==> src/rtl/mem_port_arbiter_if.sv <==
// Shared-port bundle: CPU fetch and load/store channels plus the memory port.
// slave is the arbiter side; master is the CPU/memory side driving it.
interface mem_port_arbiter_if;
    logic        inst_req_valid;
    logic [31:0] inst_addr;
    logic        inst_req_ready;
    logic [31:0] inst_rdata;
    logic        inst_valid;
    logic        inst_ready;
    logic        data_read;
    logic        data_write;
    logic [31:0] data_addr;
    logic [31:0] data_wdata;
    logic [3:0]  data_wstrb;
    logic        data_req_ready;
    logic [31:0] data_rdata;
    logic        data_rvalid;
    logic        data_rready;
    logic [31:0] mem_addr;
    logic        mem_read;
    logic        mem_write;
    logic [31:0] mem_wdata;
    logic [3:0]  mem_wstrb;
    logic        mem_req_ready;
    logic [31:0] mem_rdata;
    logic        mem_rvalid;
    logic        mem_rready;

    modport slave (
        input  inst_req_valid, inst_addr, inst_ready,
        input  data_read, data_write, data_addr, data_wdata, data_wstrb,
        input  data_rready, mem_req_ready, mem_rdata, mem_rvalid,
        output inst_req_ready, inst_rdata, inst_valid,
        output data_req_ready, data_rdata, data_rvalid,
        output mem_addr, mem_read, mem_write, mem_wdata, mem_wstrb,
        output mem_rready
    );

    modport master (
        output inst_req_valid, inst_addr, inst_ready,
        output data_read, data_write, data_addr, data_wdata, data_wstrb,
        output data_rready, mem_req_ready, mem_rdata, mem_rvalid,
        input  inst_req_ready, inst_rdata, inst_valid,
        input  data_req_ready, data_rdata, data_rvalid,
        input  mem_addr, mem_read, mem_write, mem_wdata, mem_wstrb,
        input  mem_rready
    );
endinterface

==> src/rtl/mem_port_arbiter.sv <==
// Round-robin arbiter sharing one memory port between fetch and load/store,
// one transaction outstanding, with grant/contention performance counters.
module mem_port_arbiter #(
    parameter int CNT_W = 32
) (
    input  logic             clk,
    input  logic             rst,
    mem_port_arbiter_if.slave bus,
    output logic [CNT_W-1:0] inst_grant_cnt,
    output logic [CNT_W-1:0] data_grant_cnt,
    output logic [CNT_W-1:0] conflict_cnt
);

    typedef enum logic [1:0] {IDLE, REQ, RESP} state_t;

    localparam logic [CNT_W-1:0] ONE = {{(CNT_W-1){1'b0}}, 1'b1};

    state_t state, state_nx;
    logic   grant, grant_nx;
    logic   last, last_nx;
    logic   inc_i, inc_d, inc_c;
    logic   req_rd, req_wr;
    logic   inst_pend, data_pend;

    assign inst_pend = bus.inst_req_valid;
    assign data_pend = bus.data_read | bus.data_write;

    always_ff @(posedge clk or negedge rst) begin
        if (!rst) begin
            state          <= IDLE;
            grant          <= 1'b0;
            last           <= 1'b1;
            inst_grant_cnt <= '0;
            data_grant_cnt <= '0;
            conflict_cnt   <= '0;
        end else begin
            state <= state_nx;
            grant <= grant_nx;
            last  <= last_nx;
            if (inc_i) inst_grant_cnt <= inst_grant_cnt + ONE;
            if (inc_d) data_grant_cnt <= data_grant_cnt + ONE;
            if (inc_c) conflict_cnt   <= conflict_cnt + ONE;
        end
    end

    always_comb begin
        state_nx           = state;
        grant_nx           = grant;
        last_nx            = last;
        inc_i              = 1'b0;
        inc_d              = 1'b0;
        inc_c              = 1'b0;
        req_rd             = 1'b0;
        req_wr             = 1'b0;
        bus.mem_addr       = '0;
        bus.mem_read       = 1'b0;
        bus.mem_write      = 1'b0;
        bus.mem_wdata      = '0;
        bus.mem_wstrb      = '0;
        bus.mem_rready     = 1'b0;
        bus.inst_req_ready = 1'b0;
        bus.data_req_ready = 1'b0;
        bus.inst_valid     = 1'b0;
        bus.data_rvalid    = 1'b0;
        // Read data is pure routing; only the valids are qualified.
        bus.inst_rdata     = bus.mem_rdata;
        bus.data_rdata     = bus.mem_rdata;

        unique case (state)
            IDLE: begin
                if (inst_pend | data_pend) begin
                    if (inst_pend & data_pend) begin
                        grant_nx = ~last;
                        inc_c    = 1'b1;
                    end else begin
                        grant_nx = data_pend;
                    end
                    last_nx  = grant_nx;
                    inc_i    = ~grant_nx;
                    inc_d    = grant_nx;
                    state_nx = REQ;
                end
            end
            REQ: begin
                if (grant) begin
                    req_rd             = bus.data_read & ~bus.data_write;
                    req_wr             = bus.data_write;
                    bus.mem_addr       = bus.data_addr;
                    bus.mem_wdata      = bus.data_wdata;
                    bus.mem_wstrb      = bus.data_wstrb;
                    bus.data_req_ready = bus.mem_req_ready;
                end else begin
                    req_rd             = bus.inst_req_valid;
                    bus.mem_addr       = bus.inst_addr;
                    bus.inst_req_ready = bus.mem_req_ready;
                end
                bus.mem_read  = req_rd;
                bus.mem_write = req_wr;
                if (bus.mem_req_ready & (req_rd | req_wr))
                    state_nx = req_wr ? IDLE : RESP;
            end
            RESP: begin
                bus.mem_rready  = grant ? bus.data_rready : bus.inst_ready;
                bus.inst_valid  = ~grant & bus.mem_rvalid;
                bus.data_rvalid = grant & bus.mem_rvalid;
                if (bus.mem_rvalid & bus.mem_rready)
                    state_nx = IDLE;
            end
            default: state_nx = IDLE;
        endcase
    end

endmodule

==> src/flat_wrapper.sv <==
// flat-port wrapper written by rule: the top's interface ports become plain ports
module mem_port_arbiter_flat 
#(
    parameter int CNT_W = 32
)
  (clk, rst, inst_grant_cnt, data_grant_cnt, conflict_cnt, bus_inst_req_valid, bus_inst_addr, bus_inst_ready, bus_data_read, bus_data_write, bus_data_addr, bus_data_wdata, bus_data_wstrb, bus_data_rready, bus_mem_req_ready, bus_mem_rdata, bus_mem_rvalid, bus_inst_req_ready, bus_inst_rdata, bus_inst_valid, bus_data_req_ready, bus_data_rdata, bus_data_rvalid, bus_mem_addr, bus_mem_read, bus_mem_write, bus_mem_wdata, bus_mem_wstrb, bus_mem_rready);
  mem_port_arbiter_if bus_i ();
  input  logic clk;
  input  logic rst;
  output logic [CNT_W-1:0] inst_grant_cnt;
  output logic [CNT_W-1:0] data_grant_cnt;
  output logic [CNT_W-1:0] conflict_cnt;
  input wire logic [$bits(bus_i.inst_req_valid)-1:0] bus_inst_req_valid;
  input wire logic [$bits(bus_i.inst_addr)-1:0] bus_inst_addr;
  input wire logic [$bits(bus_i.inst_ready)-1:0] bus_inst_ready;
  input wire logic [$bits(bus_i.data_read)-1:0] bus_data_read;
  input wire logic [$bits(bus_i.data_write)-1:0] bus_data_write;
  input wire logic [$bits(bus_i.data_addr)-1:0] bus_data_addr;
  input wire logic [$bits(bus_i.data_wdata)-1:0] bus_data_wdata;
  input wire logic [$bits(bus_i.data_wstrb)-1:0] bus_data_wstrb;
  input wire logic [$bits(bus_i.data_rready)-1:0] bus_data_rready;
  input wire logic [$bits(bus_i.mem_req_ready)-1:0] bus_mem_req_ready;
  input wire logic [$bits(bus_i.mem_rdata)-1:0] bus_mem_rdata;
  input wire logic [$bits(bus_i.mem_rvalid)-1:0] bus_mem_rvalid;
  output wire logic [$bits(bus_i.inst_req_ready)-1:0] bus_inst_req_ready;
  output wire logic [$bits(bus_i.inst_rdata)-1:0] bus_inst_rdata;
  output wire logic [$bits(bus_i.inst_valid)-1:0] bus_inst_valid;
  output wire logic [$bits(bus_i.data_req_ready)-1:0] bus_data_req_ready;
  output wire logic [$bits(bus_i.data_rdata)-1:0] bus_data_rdata;
  output wire logic [$bits(bus_i.data_rvalid)-1:0] bus_data_rvalid;
  output wire logic [$bits(bus_i.mem_addr)-1:0] bus_mem_addr;
  output wire logic [$bits(bus_i.mem_read)-1:0] bus_mem_read;
  output wire logic [$bits(bus_i.mem_write)-1:0] bus_mem_write;
  output wire logic [$bits(bus_i.mem_wdata)-1:0] bus_mem_wdata;
  output wire logic [$bits(bus_i.mem_wstrb)-1:0] bus_mem_wstrb;
  output wire logic [$bits(bus_i.mem_rready)-1:0] bus_mem_rready;
  assign bus_i.inst_req_valid = bus_inst_req_valid;
  assign bus_i.inst_addr = bus_inst_addr;
  assign bus_i.inst_ready = bus_inst_ready;
  assign bus_i.data_read = bus_data_read;
  assign bus_i.data_write = bus_data_write;
  assign bus_i.data_addr = bus_data_addr;
  assign bus_i.data_wdata = bus_data_wdata;
  assign bus_i.data_wstrb = bus_data_wstrb;
  assign bus_i.data_rready = bus_data_rready;
  assign bus_i.mem_req_ready = bus_mem_req_ready;
  assign bus_i.mem_rdata = bus_mem_rdata;
  assign bus_i.mem_rvalid = bus_mem_rvalid;
  assign bus_inst_req_ready = bus_i.inst_req_ready;
  assign bus_inst_rdata = bus_i.inst_rdata;
  assign bus_inst_valid = bus_i.inst_valid;
  assign bus_data_req_ready = bus_i.data_req_ready;
  assign bus_data_rdata = bus_i.data_rdata;
  assign bus_data_rvalid = bus_i.data_rvalid;
  assign bus_mem_addr = bus_i.mem_addr;
  assign bus_mem_read = bus_i.mem_read;
  assign bus_mem_write = bus_i.mem_write;
  assign bus_mem_wdata = bus_i.mem_wdata;
  assign bus_mem_wstrb = bus_i.mem_wstrb;
  assign bus_mem_rready = bus_i.mem_rready;
  mem_port_arbiter #(.CNT_W(CNT_W)) u_core (.clk(clk), .rst(rst), .bus(bus_i), .inst_grant_cnt(inst_grant_cnt), .data_grant_cnt(data_grant_cnt), .conflict_cnt(conflict_cnt));
endmodule
==> config.mk <==
export PLATFORM = sky130hd
export DESIGN_NAME = mem_port_arbiter_flat
export DESIGN_NICKNAME = d
export VERILOG_FILES = /design/src/rtl/mem_port_arbiter_if.sv /design/src/rtl/mem_port_arbiter.sv /design/src/flat_wrapper.sv
export SDC_FILE = /design/constraint.sdc
export NUM_CORES = 1
export LEC_CHECK = 0
export ABC_AREA = 1
export CORE_AREA = 2 2 146 148
export DETAILED_ROUTE_END_ITERATION = 6
export DIE_AREA = 0 0 148 150
export PLACE_DENSITY = 0.71
export SYNTH_ARGS = -nofsm -noshare
export SYNTH_HDL_FRONTEND = slang
export SYNTH_SLANG_ARGS = --single-unit
==> constraint.sdc <==
create_clock -name clk -period 3.8 [get_ports clk]
set_clock_uncertainty 0.15 [all_clocks]
set_input_delay 0.57 -clock clk [delete_from_list [all_inputs] [get_ports clk]]
set_output_delay 0.57 -clock clk [all_outputs]
set_load 0.005 [all_outputs]
==> results of run 1 <==
cell type report:
cell class                 count  area [um^2]  area share, %
timing repair buffer         287         2850           29.2
clock buffer                   9          225           2.31
clock inverter                 7         57.6          0.589
inverter                     113          427           4.37
sequential                   100         2500           25.6
tap                          275          344           3.52
multi-input combinational    703         3360           34.4
report_power, final:
part           internal [mW]  switching [mW]
registers               1.17           0.109
clock network          0.455           0.454
logic                  0.929            1.05
stage by stage:
step / util [%] / power (mW) / instance area, um^2
floorplan: - / 2.18 / 6880
global placement: 45.9 / 3.26 / 9490
detailed placement: 45.9 / 3.27 / 9490
CTS: 47.2 / 4.21 / 9770
global route: 47.2 / 4.41 / 9770
finish: 47.2 / 4.17 / 9770
logic make-up (layout without fill, tap and decap cells):
kind of cell | Yosys count | after routing | synth area share [%]
muxes | 1 | 1 | 0.146
adders and majority gates | 3 | 3 | 0.546
buffers and inverters | 199 | 416 | 14.8
and+or+nand+nor | 601 | 601 | 37.9
DFF | 100 | 100 | 36.4
xor gates and xnor gates | 55 | 55 | 7.00
AOI/OAI and AO/OA | 43 | 43 | 3.22
Yosys cell counts (all sizes together):
cell     instances  area (um^2)
nor4             1         6.26
nor3            17         85.1
nand3           66          365
dfrtp           99         2480
clkbuf          10         37.5
xor2            27          236
mux2i            1         10.0
clkinv           1         3.75
dfstp            1         26.3
ha               3         37.5
and2             2         12.5
inv            112          423
o2bb2ai          1         8.76
o21bai           1         7.51
o21ai            7         35.0
xnor2           28          245
nand2          334         1270
a21oi           34          170
nand4           24          150
nand3b           7         52.6
nor2           150          662
buf             76          553
placed cells by master (no fill, tap or decap), drive strengths merged, types with 2 or more instances in the layout:
| cell | n |
|---|---|
| a21oi | 34 |
| and2 | 2 |
| buf | 9 |
| clkbuf | 9 |
| clkdlybuf4s50 | 278 |
| clkinv | 3 |
| clkinvlp | 2 |
| dfrtp | 99 |
| ha | 3 |
| inv | 115 |
| nand2 | 334 |
| nand3 | 66 |
| nand3b | 7 |
| nand4 | 24 |
| nor2 | 150 |
| nor3 | 17 |
| o21ai | 7 |
| xnor2 | 28 |
| xor2 | 27 |
routing by layer:
layer | vias up | routed length [um] | GRT usage [%] | part of all wire (%)
met2 | 245 | 12000 | 37.4 | 49
met4 | 0 | 1040 | 9.95 | 4.2
met5 | - | 0 | 0 | 0
met1 | 3192 | 9860 | 25.2 | 40
li1 | 3459 | - | - | -
met3 | 44 | 1800 | 5.43 | 7.3
worst max-delay path: cells and delay by family, from the launching register on:
family                 cells  cell delay (ns)
buffers and inverters      2             1.18
AO/OA/AOI/OAI              1             0.49
flip-flops                 1             0.36
AND/OR/NAND/NOR            1             0.14
worst paths after layout:
check | from | to
setup / recovery | u_core.grant | bus_mem_addr[29]
hold / removal | rst | u_core.inst_grant_cnt[31]
setup reg to reg | u_core.inst_grant_cnt[0] | u_core.inst_grant_cnt[14]
hold reg to reg | u_core.last | u_core.last
max in group asynchronous | rst | u_core.inst_grant_cnt[28]
min in group clk | u_core.last | u_core.last
registers in the layout (all words and copies together) (netlist names):
signal                 count
u_core.grant               1
u_core.data_grant_cnt     32
u_core.state               2
u_core.conflict_cnt       32
u_core.last                1
u_core.inst_grant_cnt     32
==> metrics.yaml, run 1 <==
outcome: "completed"
grt_pass1_wl_um: 37100
drv_cap: 0
grt_pass1_vias: 6721
cts_setup_buffers: 0
fp.coreArea_um2: 20700
ant_nets: 0
dpl.cell_count: 1478
viasPerCell: 4.65
path_clk_slew_ns: 0.07
synth.net_count: 1146
cts.sinks: 100
r2r_slack_ns: 1.51
syn_to_final_growth_pct: 42.0
numPortBuffers: 279
track_usage_pct: 21.6
die-width_um: 148
layout.nets: 1358
crit_required_ns: 3.08
max_stage_delay_ns: 0.61
via_count: 6940
fin_crit_sh_pct: 85.5
holdWs_ns: 0.217
tightest_slew_ns: 0.955
synth_cell_types: 35
detail_route.first_pass.iterations: 5
leakagePower_nw: 4.35
holdCritPathClass: "in -> async"
fmax_ghz: 0.308
arrival_ns: 2.53
rsz0062_at_grt: "no"
pwr_density_cell_nw_per_um2: 427
num_antenna_cells: 0
antenna_found_initial: 0
top_level_ports: 376
worstSetupPathType: "reg -> out"
detail_route.wl_per_cell_um: 16.5
drt_iter0_drc: 308
rows: 53
final_cells: 1494
root_buffer: "clkbuf_16"
path_cells: "buf_4, nand2_1, a21oi_1, clkdlybuf4s50_1"
place_congestion: 0.883
postSynthAreaPerCell_um2: 6.87
worstSetupStartpointType: "flip-flop"
final_layout_size_suffix_gt1_share_pct: 4.68
clock_path_buffers: 2
finalSetupTns_ns: 0
num-fill-cells: 2062
grt_max_degree: 76
crit_fanout: 75
yosysSeqAreaShare_pct: 36.4
post-route-min-period_ns: 3.25
wirelength_um: 24700
syn_inst: 1002
cts_tree: "built"
clk-insertion-delay-late_ns: 0.35
layout_setup_ws_ns: 0.550
grt-ovfl-total: 0
ctsResizeCount: 0
synth_seq_cells: 100
ys_warn_count: 0
end_kind: "output port"
die-area_um2: 22200
reg2reg_depth: 7
setup_viol: 0
cts_buffers: 9
dp_hpwl_um: 19800
htree_levels: 3
syn_area_um2: 6880
ir_worst_vdd_v: 0.000266
drc_errors: 0
place_ws_ns: 0.943
die_h_um: 150
hold_viol: 0
maxSlewHeadroom_pct: 36.3
maxSlewViolCount: 0
cp_slowest_cell: "clkdlybuf4s50_1"
initial_utilization_pct: 33.2
cts_hold_buffers: 0
No activity file was read; power rests on OpenSTA's default activity.
==> inputs of run 2 (changes only) <==
--- a/config.mk
+++ b/config.mk
@@ -10,6 +10,7 @@
 export DETAILED_ROUTE_END_ITERATION = 6
 export DIE_AREA = 0 0 148 150
 export PLACE_DENSITY = 0.71
+export REMOVE_ABC_BUFFERS = 1
 export SYNTH_ARGS = -nofsm -noshare
 export SYNTH_HDL_FRONTEND = slang
 export SYNTH_SLANG_ARGS = --single-unit
==> run 2 against run 1 <==
Effect of this change:
- design area is 0.42% higher
- critical endpoint is now bus_mem_wdata[28]
- cell count stayed put
- largest cell class unchanged
- sequential power hardly changed
- via count is 0.62% higher
- worst setup slack better by 0.30 ns
==> metrics.yaml, run 2 (synthesis gave the netlist of run 1 again) <==
cts_hold_buffers: 0  # unchanged
ctsResizeCount: 0  # unchanged
crit_required_ns: 3.08  # about the same
final_common_cell: "nand2_1"
setup_viol: 0  # unchanged
r2r_slack_ns: 1.57  # +0.06 ns
finish.instance_area_um2: 9810  # +0.42%
tightest_slew_ns: 0.708  # -0.247 ns
clock_path_buffers: 2  # unchanged
num_antenna_cells: 0  # unchanged
num-fill-cells: 2051  # -0.53%
end_kind: "output port"
grt.met3_usage_pct: 17.2  # +12 points
hold_viol: 0  # unchanged
worstSetupPathType: "reg -> out"
numPortBuffers: 279  # unchanged
syn_to_final_growth_pct: 42.6
layout.nets: 1358  # unchanged
crit_fanout: 30  # -60%
ant_nets: 0  # unchanged
die_h_um: 150  # unchanged
p_clk_share_pct: 23.4  # +1.6 points
fmax_ghz: 0.339  # +10%
track_usage_pct: 24.6  # +3.0 points
leakagePower_nw: 4.37  # +0.41%
grt_pass1_vias: 6557  # -2.4%
cts_buffers: 9  # unchanged
netSwitchingFraction_pct: 37.1  # -1.7 points
htree_levels: 3  # unchanged
cts_setup_buffers: 0  # unchanged
seq_power_share_pct: 31.2  # +0.6 points
outcome: "completed"
met2_usage_pct: 37.4  # about the same
initial_utilization_pct: 33.2  # unchanged
top_level_ports: 376  # unchanged
antenna_found_initial: 0  # unchanged
dp_hpwl_um: 23000  # +16%
viasPerCell: 4.67  # +0.62%
root_buffer: "clkbuf_16"
pwr_density_cell_nw_per_um2: 426  # -0.11%
wirelength_um: 28000  # +13%
finalSetupTns_ns: 0  # unchanged
grt.busiest_layer: "met2"
fp.coreArea_um2: 20700  # unchanged
rsz0062_at_grt: "no"
arrival_ns: 2.23  # -0.30 ns
worstSetupStartpointType: "flip-flop"
switchingPower_mw: 1.55  # -4.1%
drt_iter0_drc: 320  # +3.9%
drv_cap: 0  # unchanged
post-route-min-period_ns: 2.95  # -0.303 ns
maxSlewViolCount: 0  # unchanged
detail_route.wl_per_cell_um: 18.8  # +13%
grt_max_degree: 63  # -17%
die-area_um2: 22200  # unchanged
cts.sinks: 100  # unchanged
p_int_mw: 2.63  # +3.1%
final_layout_size_suffix_gt1_share_pct: 4.59  # -0.082 points
grt-ovfl-total: 0  # unchanged
fin_crit_sh_pct: 77.6  # -8.0 points
maxSlewHeadroom_pct: 52.7  # +16 points
place_area_um2: 9500  # +0.13%
drc_errors: 0  # unchanged
die-width_um: 148  # unchanged
holdCritPathClass: "in -> async"
grt_pass1_wl_um: 40600  # +9.5%
detail_route.first_pass.iterations: 5  # unchanged
pwr-share-comb_pct: 45.4  # -2.2 points
clk-insertion-delay-late_ns: 0.35  # about the same
path_clk_slew_ns: 0.08  # about the same
grtUsageMet1_pct: 27.7  # +2.5 points
ir_worst_vdd_v: 0.000199  # -25%
via_count: 6983  # +0.62%
rows: 53  # unchanged
place_congestion: 0.879  # -0.45%
layout_common_cells: "nand2_1, clkdlybuf4s50_1, nor2_1"
top_regs: "u_core.conflict_cnt (32), u_core.data_grant_cnt (32), u_core.inst_grant_cnt (32)"
cts_tree: "built"
-- run 2: cell types whose count changed in the layout (fill, tap and decap cells not counted), sizes merged --
cell	change
clkinvlp	-1
bufinv	+1
clkbuf	+1
inv	-1
-- run 2: worst max-delay path: stages (launching register included) --
cell and delay [ns]:
dfrtp_1 0.42, inv_1 0.10, nand2_2 0.22, buf_4 0.32
nor2_1 0.25, clkdlybuf4s50_1 0.56
-- run 2: metrics by stage --
stage	power [mW]	hold slack [ns]	setup slack [ns]	utilization [%]	std cells
after global routing	4.43	0.107	0.770	47.4	1494
after global placement	3.21	0.310	0.937	45.9	1478
final	4.18	0.0649	0.853	47.4	1494
after CTS	4.22	0.0881	0.838	47.4	1494
after floorplan	2.07	0.124	0.229	-	916
after detailed placement	3.23	0.324	0.915	45.9	1478
-- run 2: final timing paths --
path / from / end / cells after the start
max: u_core.state[1] / bus_mem_wdata[28] / 5
min: rst / u_core.inst_grant_cnt[13] / 1
max reg2reg: u_core.inst_grant_cnt[0] / u_core.inst_grant_cnt[30] / 9
min reg2reg: u_core.last / u_core.last / 2
max in group asynchronous: rst / u_core.data_grant_cnt[17] / 2
min in group clk: u_core.last / u_core.last / 2
-- run 2: power groups by stage --
stage,Clock (mW),Combinational (mW),Sequential (mW)
after floorplan,0,0.720,1.35
after global placement,0,1.89,1.32
after detailed placement,0,1.90,1.32
after CTS,0.999,1.92,1.31
after global routing,1.04,2.07,1.32
final,0.979,1.90,1.30
-- run 2: cell type report --
class / count / area [um^2] / share of cell area (%)
flip-flops and latches: 100 / 2500 / 25.5
inverters: 113 / 427 / 4.35
multi-input cells: 703 / 3360 / 34.3
clock inverters: 6 / 82.6 / 0.842
well taps: 275 / 344 / 3.51
clock buffers: 10 / 229 / 2.33
repair buffers: 287 / 2860 / 29.2
-- run 2: routing by layer --
| layer | wire, um | up-vias |
|---|---|---|
| met5 | 137 | - |
| met4 | 586 | 4 |
| met3 | 4490 | 33 |
| met2 | 11900 | 336 |
| met1 | 10900 | 3151 |
| li1 | - | 3459 |
